**config.mk**
```make
export PLATFORM = sky130hd
export DESIGN_NAME = mult_dot_accum
export DESIGN_NICKNAME = d
export VERILOG_FILES = /design/src/rtl/mult_dot_accum.sv
export SDC_FILE = /design/constraint.sdc
export NUM_CORES = 1
export LEC_CHECK = 0
export CAP_MARGIN = 20
export CORE_ASPECT_RATIO = 1.5
export CORE_MARGIN = 3
export CORE_UTILIZATION = 33
export DETAILED_ROUTE_END_ITERATION = 10
export HOLD_SLACK_MARGIN = 0.02
export PLACE_DENSITY = 0.52
export SYNTH_ARGS = -nofsm -noshare
export SYNTH_HDL_FRONTEND = slang
export SYNTH_HIERARCHICAL = 1
export SYNTH_SLANG_ARGS = --single-unit
```
**constraint.sdc**
```tcl
create_clock -name clk -period 2.9 [get_ports clk]
set_clock_uncertainty 0.2 [all_clocks]
set_input_delay 0.29 -clock clk [delete_from_list [all_inputs] [get_ports clk]]
set_output_delay 0.29 -clock clk [all_outputs]
set_load 0.005 [all_outputs]
```
**src/rtl/mult_dot_accum.sv**
```systemverilog
// mult_dot_accum: dot-product stage behind the 4x4 multiplier core.
// Operand pairs arrive on a valid/ready port. Each pair is multiplied by the
// core and registered. LEN consecutive products are summed modulo 2^ACC_W.
// The sum is then held on a valid/ready result port until it is consumed.
// ovf reports that a carry out of the accumulator was lost in the block.

// main: combinational 4x4 unsigned multiplier core (shift-and-add array).
module main (
    input  logic [3:0] x,
    input  logic [3:0] y,
    output logic [7:0] o
);
    logic [7:0] pp0;
    logic [7:0] pp1;
    logic [7:0] pp2;
    logic [7:0] pp3;

    // One partial product per multiplier bit, pre-shifted into position.
    assign pp0 = y[0] ? {4'b0000, x}        : 8'd0;
    assign pp1 = y[1] ? {3'b000, x, 1'b0}   : 8'd0;
    assign pp2 = y[2] ? {2'b00, x, 2'b00}   : 8'd0;
    assign pp3 = y[3] ? {1'b0, x, 3'b000}   : 8'd0;

    // 15*15 = 225 is the largest product, so 8 bits never overflow.
    assign o = pp0 + pp1 + pp2 + pp3;
endmodule

module mult_dot_accum #(
    parameter int LEN   = 8,
    parameter int ACC_W = 16
) (
    input  logic             clk,
    input  logic             rst_n,
    input  logic             clr,
    input  logic             in_valid,
    output logic             in_ready,
    input  logic [3:0]       x,
    input  logic [3:0]       y,
    output logic             out_valid,
    input  logic             out_ready,
    output logic [ACC_W-1:0] out_data,
    output logic             ovf
);
    localparam int CNT_W = $clog2(LEN + 1);

    typedef enum logic [1:0] {
        ACC   = 2'd0,
        DRAIN = 2'd1,
        HOLD  = 2'd2
    } state_t;

    state_t             state;
    state_t             state_nxt;
    logic [7:0]         core_o;
    logic [7:0]         prod_q;
    logic               pv;
    logic [CNT_W-1:0]   cnt;
    logic [ACC_W-1:0]   acc;
    logic               ovf_acc;

    logic               accept;
    logic               last;
    logic               abort;
    logic               handshake;
    logic [ACC_W:0]     sum;

    main u_core (
        .x (x),
        .y (y),
        .o (core_o)
    );

    // in_ready is forced low during reset and on an abort, so an aborting
    // cycle can never accept a pair.
    assign in_ready  = (state == ACC) && !clr && rst_n;
    assign accept    = in_valid && in_ready;
    assign last      = (cnt == CNT_W'(LEN - 1));
    // clr has no effect in HOLD: a completed result always drains via handshake.
    assign abort     = clr && (state != HOLD);
    assign handshake = (state == HOLD) && out_ready;

    // One extra bit keeps the carry that the wrapped sum would lose.
    assign sum = {1'b0, acc} + {{(ACC_W - 7){1'b0}}, prod_q};

    // State register.
    always_ff @(posedge clk or negedge rst_n) begin
        // NOTE: clocked state uses non-blocking assignments so every flop
        // samples pre-edge values regardless of process evaluation order.
        if (!rst_n) begin
            state <= ACC;
        end else begin
            state <= state_nxt;
        end
    end

    // Next-state logic: count LEN accepts, drain one cycle, hold for consumer.
    always_comb begin
        // NOTE: default first so every path assigns state_nxt and no latch forms.
        state_nxt = state;
        unique case (state)
            ACC: begin
                if (accept && last) begin
                    state_nxt = DRAIN;
                end
            end
            DRAIN: begin
                state_nxt = clr ? ACC : HOLD;
            end
            HOLD: begin
                if (out_ready) begin
                    state_nxt = ACC;
                end
            end
            default: begin
                state_nxt = ACC;
            end
        endcase
    end

    // Product pipeline register and per-block pair counter.
    always_ff @(posedge clk or negedge rst_n) begin
        if (!rst_n) begin
            prod_q <= 8'd0;
            pv     <= 1'b0;
            cnt    <= '0;
        end else begin
            // accept is already low on an abort, so this also clears pv there.
            pv <= accept;
            if (accept) begin
                prod_q <= core_o;
            end
            if (abort || handshake) begin
                cnt <= '0;
            end else if (accept) begin
                cnt <= cnt + 1'b1;
            end
        end
    end

    // Running sum with a sticky record of any carry lost from the top bit.
    always_ff @(posedge clk or negedge rst_n) begin
        if (!rst_n) begin
            acc     <= '0;
            ovf_acc <= 1'b0;
        end else if (abort || handshake) begin
            acc     <= '0;
            ovf_acc <= 1'b0;
        end else if (pv) begin
            acc     <= sum[ACC_W-1:0];
            ovf_acc <= ovf_acc | sum[ACC_W];
        end
    end

    // Result register: loaded in DRAIN with the final product folded in,
    // then held stable until the consumer takes it.
    always_ff @(posedge clk or negedge rst_n) begin
        if (!rst_n) begin
            out_valid <= 1'b0;
            out_data  <= '0;
            ovf       <= 1'b0;
        end else if ((state == DRAIN) && !clr) begin
            out_valid <= 1'b1;
            out_data  <= sum[ACC_W-1:0];
            ovf       <= ovf_acc | sum[ACC_W];
        end else if (handshake) begin
            out_valid <= 1'b0;
        end
    end
endmodule
```
# Word level (Yosys, flattened, before mapping)
# Cells that the tools add are included.
[word_totals] elab_cells=51 output_inout_bits=19 register_bits=50 input_bits=13
[op_classes] reduce_logical=14 bitwise=1 eq_ne=6 n_addsub=5 muxes=16
[ops] cell="two-way mux 16 bit" count=2
[ops] cell="adder 8 bit" count=3
[ops] cell="adder 16 x 8 -> 17 bit" count=1
[ops] cell="two-way mux 4 bit" count=3
[ops] cell="logical AND 1 bit" count=7
[ops] cell="two-way mux 7 bit" count=1
[ops] cell="two-way mux 2 bit" count=3
[ops] cell="two-way mux 6 bit" count=1
[ops] cell="one-hot mux 2 bit (3 select lines)" count=1
[ops] cell="nonzero test 2 bit" count=3
[ops] cell="two-way mux 5 bit" count=1
[ops] cell="adder 4 x 1 -> 4 bit (second input constant)" count=1
[ops] cell="equality test 4 x 3 -> 1 bit (second input constant)" count=1
[ops] cell="two-way mux 1 bit" count=4
[ops] cell="!= test 2 bit (second input constant)" count=2
[ops] cell="equality test 2 x 1 -> 1 bit (second input constant)" count=1
[ops] cell="equality test 2 bit (second input constant)" count=1
[ops] cell="zero test 2 bit" count=1
[ops] cell="!= test 2 x 1 -> 1 bit (second input constant)" count=1
[ops] cell="AND reduction 2 bit" count=1
[ops] cell="zero test 1 bit" count=1
[ops] cell="logical OR 1 bit" count=1
[ops] cell="bitwise OR 1 bit" count=1

# Logic depth before layout (Yosys ltp)
# Gate-level depths: netlist of the first run.
[logic_depth] depth_word=7 ltp_mapped=12 ltp_nobuf=12

# Cells and area by module
# The synthesis of the first run kept the hierarchy.
[by_module_without_submodules] module="mult_dot_accum" cells_each=306 n_inst=1 area_per_inst_um2=2815.2 seq_area_each_um2=1251.2
[by_module_without_submodules] module="main" cells_each=42 n_inst=1 area_per_inst_um2=385.4 seq_area_each_um2=0.0

# Least setup slack after synthesis of the first run
# OpenSTA, ideal clock, no wires.
[synth_path] kind="input to register" from="input port y[0]" to="register prod_q[7]" stages=12 setup_time_ps=65 n_path_buf=0 setup_slack_ps=-63 t_required_ps=2635 arrival_time_ps=2698 path_cell_list="and2_1 -> fa_1 -> inv_1 -> fa_1 -> inv_1 -> ha_1 -> fa_1 -> a21o_1 -> a21oi_2 -> xnor2_1 -> nand2_1 -> nand2_1"
[synth_via] elab_chain_cells=4
[synth_rtl] item="start, declared" line="38" text="input logic [3:0] y,"
[synth_rtl] item="two-way mux 4 bit" line="19" text="assign pp0 = y[0] ? {4'b0000, x} : 8'd0;"
[synth_rtl] item="adder 8 bit (3 in a row)" line="25" text="assign o = pp0 + pp1 + pp2 + pp3;"
[synth_rtl] item="named net core_o[7]" line="54" text="logic [7:0] core_o;"
[synth_rtl] item="end signal, assigned" line="130" text="prod_q <= core_o;"
[synth_rtl] item="end, declared" line="55" text="logic [7:0] prod_q;"
# The timed path passes the listed nets, and every way through them passes these cells.
# A chain may end at the register's enable or synchronous reset.

# Final worst setup path of the first run
[layout_path] from="input port x[0]" to="register prod_q[7]"
[layout_via] elab_chain_cells=4 word_cells_on_any_way=7 cone_classes="add/sub (3); mux (4)"
[layout_rtl] item="start, declared" line="37" text="input logic [3:0] x,"
[layout_rtl] item="two-way mux 4 bit or two-way mux 5 bit (tied branches)" line="19, 20"
[layout_rtl] item="adder 8 bit (2 in a row)" line="25"
[layout_rtl] item="adder 8 bit (*)" line="25"
[layout_rtl] item="named net core_o[7]" line="54"
# Mark *: on every way through the listed nets, which the timed path passes. The rest lies on a longest branch.

==> metrics.md, run 1 <==
| Metric | Value |
|---|---|
| Skew-Pair Late Insertion Delay | 290 ps |
| Maximum number of pins on one net before global-route repair | 51 |
| Post-Route Hold Slack | -8.211 ps |
| Final period util | 96.21% |
| Number of CTS-inserted buffers | 5 |
| Leading cell types in the layout, fill and taps excluded | 62 x sky130_fd_sc_hd__nand2_1, 50 x sky130_fd_sc_hd__dfrtp_1, 24 x sky130_fd_sc_hd__clkdlybuf4s50_1 |
| Critical setup path kind | input pin to register |
| Maximum level of the CTS H-tree | 2 |
| Synthesized cell area | 3201 um2 |
| Die Ht | 126.6 um |
| Number of cells traversed by the worst register-to-register path | 7 |
| Mux contribution to synthesized area | 3.323% |
| First-pass GRT wire length | 12.79 mm |
| Complex-gate fraction of the synthesized area | 12.94% |
| Async S/R FF share, synth | 100.0% |
| Setup repair after global routing missed its margin | false |
| Count of endpoints failing hold in the final timing report | 4 |
| Synth warnings | 6 |
| Register share of total power | 45.4% |
| Number of sinks on the clock net | 50 |
| Family with the most delay on the worst path | adder cells |
| Cell Int Power | 1218 uW |
| Clock root buffer master | sky130_fd_sc_hd__clkbuf_16 |
| Ordered list of cells on the worst path | clkdlybuf4s50_1, nand2_1, fa_2, fa_1, inv_2, ha_4, fa_2, a21o_1, a21oi_2, xnor2_1, nand2_1, nand2_1 |
| Layout overhead on the synthesized area | 20.76% |
| Remaining max-slew budget at the tightest pin | 56.11% |
| Post-route cell area | 3865 um2 |
| CTS tree | built |
| Wire length per cell after detailed routing | 14.96 um |
| Overflow after GRT | 0 |
| Avg Cell Area, Syn | 9.197 um2 |
| Fin crit period | 2790 ps |
| DR vias/cell | 5.209 |
| Combinational family with the most area after synthesis | simple AND/OR/NAND/NOR gates |
| Wire length after detailed routing | 7.451 mm |
| Initial antenna violation count | 0 |
| Layout cells sized above 1 | 12.44% |
| Width of the die | 86.41 um |
| Max incr delay on CP | 520 ps |
| Violated checks | negative hold slack |
| Total vias in the final route | 2,594 |
| Leakage power of the design | 0.001769 uW |
| Final estimated routing congestion in global placement | 0.7311 |
| Worst path buffer plus inverter count | 2 |
| EDFF count, synth | 0 |
| Cell seen most often among critical-path stages | sky130_fd_sc_hd__nand2_1 |
| Xor/xnor share of the synthesized area | 4.378% |
| Switching power summed over all nets | 505.3 uW |
| Post-Synth Simple-Gate Area | 24.63% |
| Count of different cell masters after synthesis | 57 |
| Detailed Routing Iterations Pass 1 | 4 |
| Total number of placement rows | 43 |
| Post-Synth Adder-Cell Area | 11.18% |
| Kind of capture point of the worst setup path | register |
| Clock slew seen by the registers of the worst setup and hold paths | 70 ps |
| Post-layout nets | 423 |
| Run status | finished with violations |
| Critical Path Stages | 12 |
| Worst-path cell with the longest stage delay | sky130_fd_sc_hd__fa_1 |
| Dominant register cell in the synthesized netlist | sky130_fd_sc_hd__dfrtp_1 |
| Leading area contributor after synthesis | sky130_fd_sc_hd__dfrtp_1 |
| Ant diodes | 0 |
| Data arrival time of the worst path | 2820 ps |
| Share of the yosys chip area belonging to registers | 39.09% |
| I/O Pins | 32 |
| Number of design-rule violations left by the first detailed-router iteration | 116 |
| Area share of the leading cell type in the synthesized netlist | 39.09% |
| Power per Cell Area | 446.0 nW/um2 |
| Leading cell type in the layout, fill and taps excluded | sky130_fd_sc_hd__nand2_1 |
| Post-Synthesis Cells | 348 |
| Power share of the clock group | 34.0% |
| Die area | 10,940 um2 |
| DP Wirelength | 5.487 mm |
| Biggest area contributors in the synthesized netlist | sky130_fd_sc_hd__dfrtp_1 39%, sky130_fd_sc_hd__ha_1 7.4%, sky130_fd_sc_hd__nand2_1 7.3% |
| Max-slew violation count | 0 |
| Switching share of power | 29.32% |
| Worst hold path class | input pin to asynchronous set/reset pin |
| Max Clock Freq | 0.3584 GHz |
| Final setup violation count | 0 |
| DRC violations left | 0 |
| Final Total Pwr | 1724 uW |
| Synthesized Nets | 386 |
| Max-Cap Viols | 0 |
| Gr usage total | 14.44% |
| Layout filler cell count | 988 |
| Post-detailed-route count of antenna-violating nets | 0 |
| Flop and latch count out of synthesis | 50 |
| Combinational share of power | 20.6% |
| Effective utilization at floorplan | 34.19% |
| Area after DPL | 3705 um2 |
| Critical path launch point type | input pin |
| Core ar. | 9361 um2 |
| Critical path peak fanout | 2 |
| Slew of the pin with the lowest slew margin | 658.3 ps |
| Worst VDD drop | 0.3125 mV |
| Maximum buffer depth of the clock tree | 2 |
| Crit path required time | 2930 ps |
| Number of buffer cells added on primary ports | 31 |
| Via count of the first global-routing pass | 2,631 |
## worst paths after layout
path | slack, ps | end | start
setup / recovery | 110 | prod_q[7]$_DFFE_PN0P_ | x[0]
hold / removal | -8 | acc[7]$_DFFE_PN0P_ | rst_n
setup reg to reg | 350 | acc[8]$_DFFE_PN0P_ | prod_q[0]$_DFFE_PN0P_
hold reg to reg | 280 | out_data[8]$_DFFE_PN0P_ | out_data[8]$_DFFE_PN0P_
max in group asynchronous | 2050 | acc[15]$_DFFE_PN0P_ | rst_n
min in group clk | 280 | out_data[8]$_DFFE_PN0P_ | out_data[8]$_DFFE_PN0P_
## power groups by stage
stage                     Clock, uW  Combinational (uW)  Sequential [uW]
after global placement            0                 351              795
after floorplan                   0                 238              779
final                           586                 355              783
after detailed placement          0                 353              797
after CTS                       608                 355              783
after global routing            636                 402              791
## Yosys cell counts, drive strengths merged, types with 4 or more instances
cell type  count
dfrtp         50
o211ai         5
fa             6
or4            7
xor2          10
a21o           6
buf           11
and2          14
nand3         15
o21ai         14
nor4           6
and3           4
mux2i          6
nand4         13
a21oi         14
nor2          14
xnor2          6
clkbuf         8
inv           13
ha            19
nand2         63
a211oi         6
## worst reg2reg max path, stage by stage (launching register included)
cell                       delay (ps)
sky130_fd_sc_hd__dfrtp_1          390
sky130_fd_sc_hd__ha_1             240
sky130_fd_sc_hd__fa_1             440
sky130_fd_sc_hd__a211oi_1         410
sky130_fd_sc_hd__o211ai_2         230
sky130_fd_sc_hd__nand3_1          310
sky130_fd_sc_hd__xor2_1           180
sky130_fd_sc_hd__nor2_1            50
## what timing repair did
| action | 4_1_cts | 5_1_grt |
|---|---|---|
| endpoints found under the setup margin | 2 | 1 |
| pin swaps | 5 | 8 |
| hold buffers | 0 | 0 |
| gates resized for setup | 9 | 10 |
| buffers inserted | 0 | 0 |
## through the flow
step | hold WS (ps) | utilization, % | setup TNS, ps | worst slack [ps] | instances
floorplan | -205.6 | - | 0 | 0.07305 | 348
global placement | 260.2 | 39.57 | -1237 | -487.7 | 490
detailed placement | 268.8 | 39.57 | -1325 | -513.5 | 490
CTS | 48.32 | 41.14 | 0 | 21.62 | 498
global route | 63.71 | 41.29 | 0 | 11.94 | 498
finish | -8.211 | 41.29 | 0 | 109.8 | 498
## per-layer routing
layer	routed length [um]	track usage, %	share of wire, %	up-vias
met3	133	2.079	1.8	7
met4	78	3.853	1.0	0
met5	0	0	0	-
met1	3324	17.36	45	1236
met2	3915	26.38	53	36
li1	-	-	-	1315
## layout make-up
cell class              instances  area [um2]  area share [%]
clock buffers                   5       125.1           3.237
clock inverters                 3       21.27          0.5503
inverters                      13       48.80           1.263
multi-input cells             266        1832           47.39
flip-flops and latches         50        1251           32.37
well taps                     112       140.1           3.626
repair buffers                 49       446.7           11.56
## flip-flops by register name, indices dropped and copies added, names as in the netlist
| register | flops |
|---|---|
| acc | 16 |
| out_data | 16 |
| prod_q | 8 |
| cnt | 4 |
| state | 2 |
| out_valid | 1 |
| ovf | 1 |
| ovf_acc | 1 |
| pv | 1 |
## cells by family (layout without fill, tap and decap cells)
logic type | Yosys count | count (layout)
simple gates | 155 | 155
compound gates | 61 | 61
flops | 50 | 50
buf+inv | 32 | 70
fa+ha+maj | 25 | 25
xor+xnor | 16 | 16
mux | 9 | 9
Note: power is estimated with default switching activity, not from simulation.
==> run 2, diff against run 1 <==
- CELL_PAD_IN_SITES_DETAIL_PLACEMENT: default -> 0
- CELL_PAD_IN_SITES_GLOBAL_PLACEMENT: default -> 1
- CTS_BUF_LIST: default -> sky130_fd_sc_hd__clkbuf_8
- PLACE_DENSITY: 0.52 -> 0.64
- RECOVER_POWER: default -> 100
==> run 2 against run 1 <==
- the flow now finishes without violations
- setup slack improved by 6.5 ps
- largest cell class unchanged
- largest power group unchanged
- combinational power shrank 7.3%
- sequential share of layout area rose by 0.38 points
- critical path type unchanged
- critical endpoint unchanged
- routed wire length rose by 0.42%
- highest routed layer unchanged
- clock power decreased by 14%
- worst hold slack gained 280 ps
- first-iteration DRC count shrank 15%
==> metrics.md, run 2 (same netlist as run 1, synthesis figures left out) <==
| Metric | Value |
|---|---|
| Initial antenna violation count | 0 |
| Gr usage total | 14.40% |
| Reg-to-Reg Start | acc[2]$_DFFE_PN0P_ |
| Layout overhead on the synthesized area | 19.35% |
| Kind of capture point of the worst setup path | register |
| Number of sinks on the clock net | 50 |
| Reg2Reg Setup Slack | 160 ps |
| Registers with the most flip-flops | acc x16, out_data x16, prod_q x8 |
| Remaining max-slew budget at the tightest pin | 15.28% |
| Critical path peak fanout | 2 |
| Routing usage on met1 | 16.53% |
| Clock slew seen by the registers of the worst setup and hold paths | 90 ps |
| Busiest grt layer | met2 |
| Width of the die | 86.41 um |
| Post-route insts no fill | 502 |
| Maximum level of the CTS H-tree | 2 |
| Via count of the first global-routing pass | 2,604 |
| Maximum buffer depth of the clock tree | 2 |
| Power share of the clock group | 31.1% |
| Detailed Routing Iterations Pass 1 | 4 |
| Fin crit period | 2784 ps |
| Slew of the pin with the lowest slew margin | 1271 ps |
| Worst VDD drop | 0.2101 mV |
| Run status | finished, final reports clean |
| Maximum number of pins on one net before global-route repair | 51 |
| Leakage power of the design | 0.001820 uW |
| Final period util | 95.99% |
| Clock root buffer master | sky130_fd_sc_hd__clkbuf_8 |
| Start point of the worst min-delay path | out_data[8]$_DFFE_PN0P_ |
| DR vias/cell | 5.181 |
| Crit path required time | 2960 ps |
| Die Ht | 126.6 um |
| CTS tree | built |
| Number of buffer cells added on primary ports | 31 |
| Max-Cap Viols | 0 |
| Power per Cell Area | 422.5 nW/um2 |
| Die area | 10,940 um2 |
| Max-slew violation count | 0 |
| Wire length per cell after detailed routing | 14.90 um |
| Total vias in the final route | 2,601 |
| GR Layer Usage met3 | 2.794% |
| Combinational share of power | 20.4% |
| Number of design-rule violations left by the first detailed-router iteration | 99 |
| Post-layout worst setup margin | 116.3 ps |
| Placed cell count | 492 |
| Final setup violation count | 0 |
| Layout cells sized above 1 | 10.51% |
| Post-detailed-route count of antenna-violating nets | 0 |
| Final estimated routing congestion in global placement | 0.8077 |
| Critical path launch point type | input pin |
| Total number of placement rows | 43 |
| Worst hold path class | register to register |
| First-pass GRT wire length | 12.66 mm |
| Max Clock Freq | 0.3592 GHz |
| Ant diodes | 0 |
| Leading cell type in the layout, fill and taps excluded | sky130_fd_sc_hd__nand2_1 |
| Crit path launch | y[0] |
| DP Wirelength | 5.463 mm |
| Post-layout nets | 427 |
| Pre-CTS setup slack | -517.7 ps |
| Critical setup path kind | input pin to register |
| Core ar. | 9361 um2 |
| Effective utilization at floorplan | 34.19% |
| I/O Pins | 32 |
| Wire length after detailed routing | 7.482 mm |
| Skew-Pair Late Insertion Delay | 320 ps |
| Register share of total power | 48.5% |
| Cell Int Power | 1140 uW |
| DRC violations left | 0 |
| Leading cell types in the layout, fill and taps excluded | 62 x sky130_fd_sc_hd__nand2_1, 50 x sky130_fd_sc_hd__dfrtp_1, 22 x sky130_fd_sc_hd__dlygate4sd3_1 |
| Number of CTS-inserted buffers | 5 |
| Count of endpoints failing hold in the final timing report | 0 |
| Switching power summed over all nets | 474.3 uW |
| Switching share of power | 29.39% |
| Data arrival time of the worst path | 2840 ps |
| Met2 demand-to-capacity share in global routing | 25.74% |
| Overflow after GRT | 0 |
| Setup repair after global routing missed its margin | false |
run 2: cell count changes in the layout (fill, tap and decap cells not counted), sizes merged, moves of 2 or more:
cell / delta
clkdlybuf4s50: -21
dlygate4sd2: +5
clkinv: -2
clkbuf: +4
buf: -2
clkdlybuf4s15: -4
dlygate4sd3: +22
run 2: final timing paths:
check	to	cells past startpoint
setup / recovery	prod_q[7]$_DFFE_PN0P_	13
hold / removal	out_data[8]$_DFFE_PN0P_	2
setup reg to reg	acc[13]$_DFFE_PN0P_	7
hold reg to reg	out_data[8]$_DFFE_PN0P_	2
max in group asynchronous	acc[5]$_DFFE_PN0P_	3
min in group asynchronous	ovf$_DFFE_PN0P_	3
run 2: what timing repair did:
action	4_1_cts	5_1_grt
pin swaps	4	3
resized for setup	9	1
endpoints found under the hold margin	21	0
hold buffers	1	0
buffers inserted	1	0
endpoints found under the setup margin	2	1
run 2: power by group through the flow:
| stage | Clock [uW] | Sequential [uW] | Combinational (uW) |
|---|---|---|---|
| after floorplan | 0 | 779 | 238 |
| after global placement | 0 | 796 | 337 |
| after detailed placement | 0 | 796 | 339 |
| after CTS | 524 | 784 | 343 |
| after global routing | 550 | 791 | 379 |
| final | 502 | 783 | 329 |
run 2: per-stage QoR:
step	setup TNS (ps)	power (uW)	util, %	hold slack, ps	instance area, um2
2_1_floorplan	0	1016	-	-205.6	3206
3_5_place_dp	-1344	1136	39.74	269.2	3720
3_3_place_gp	-1298	1133	39.74	262.5	3720
5_1_grt	0	1719	40.80	321.6	3820
6_report	0	1614	40.80	276.8	3820
4_1_cts	0	1651	41.10	291.1	3847
run 2: layout make-up:
type / count / area (um2)
Clock buffer: 5 / 68.82
Inverter: 13 / 48.80
Tap cell: 112 / 140.1
Timing Repair Buffer: 53 / 464.2
Multi-Input combinational cell: 266 / 1805
Fill cell: 937 / 5542
Sequential cell: 50 / 1251
Clock inverter: 3 / 41.29
run 2: critical path, cell delays in order:
cell and delay, ps:
sky130_fd_sc_hd__dlygate4sd2_1 250, sky130_fd_sc_hd__and2_4 160, sky130_fd_sc_hd__fa_1 520, sky130_fd_sc_hd__inv_1 50, sky130_fd_sc_hd__fa_1 470, sky130_fd_sc_hd__inv_1 40
sky130_fd_sc_hd__ha_2 180, sky130_fd_sc_hd__fa_2 360, sky130_fd_sc_hd__a21o_1 170, sky130_fd_sc_hd__a21oi_2 120, sky130_fd_sc_hd__xnor2_1 120, sky130_fd_sc_hd__nand2_1 60
sky130_fd_sc_hd__nand2_1 50
run 2: metal layers:
metal / up-vias / part of all wire, %
met4: 0 / 2.5
met1: 1247 / 42
met5: - / 0
li1: 1313 / -
met2: 32 / 53
met3: 9 / 3.0
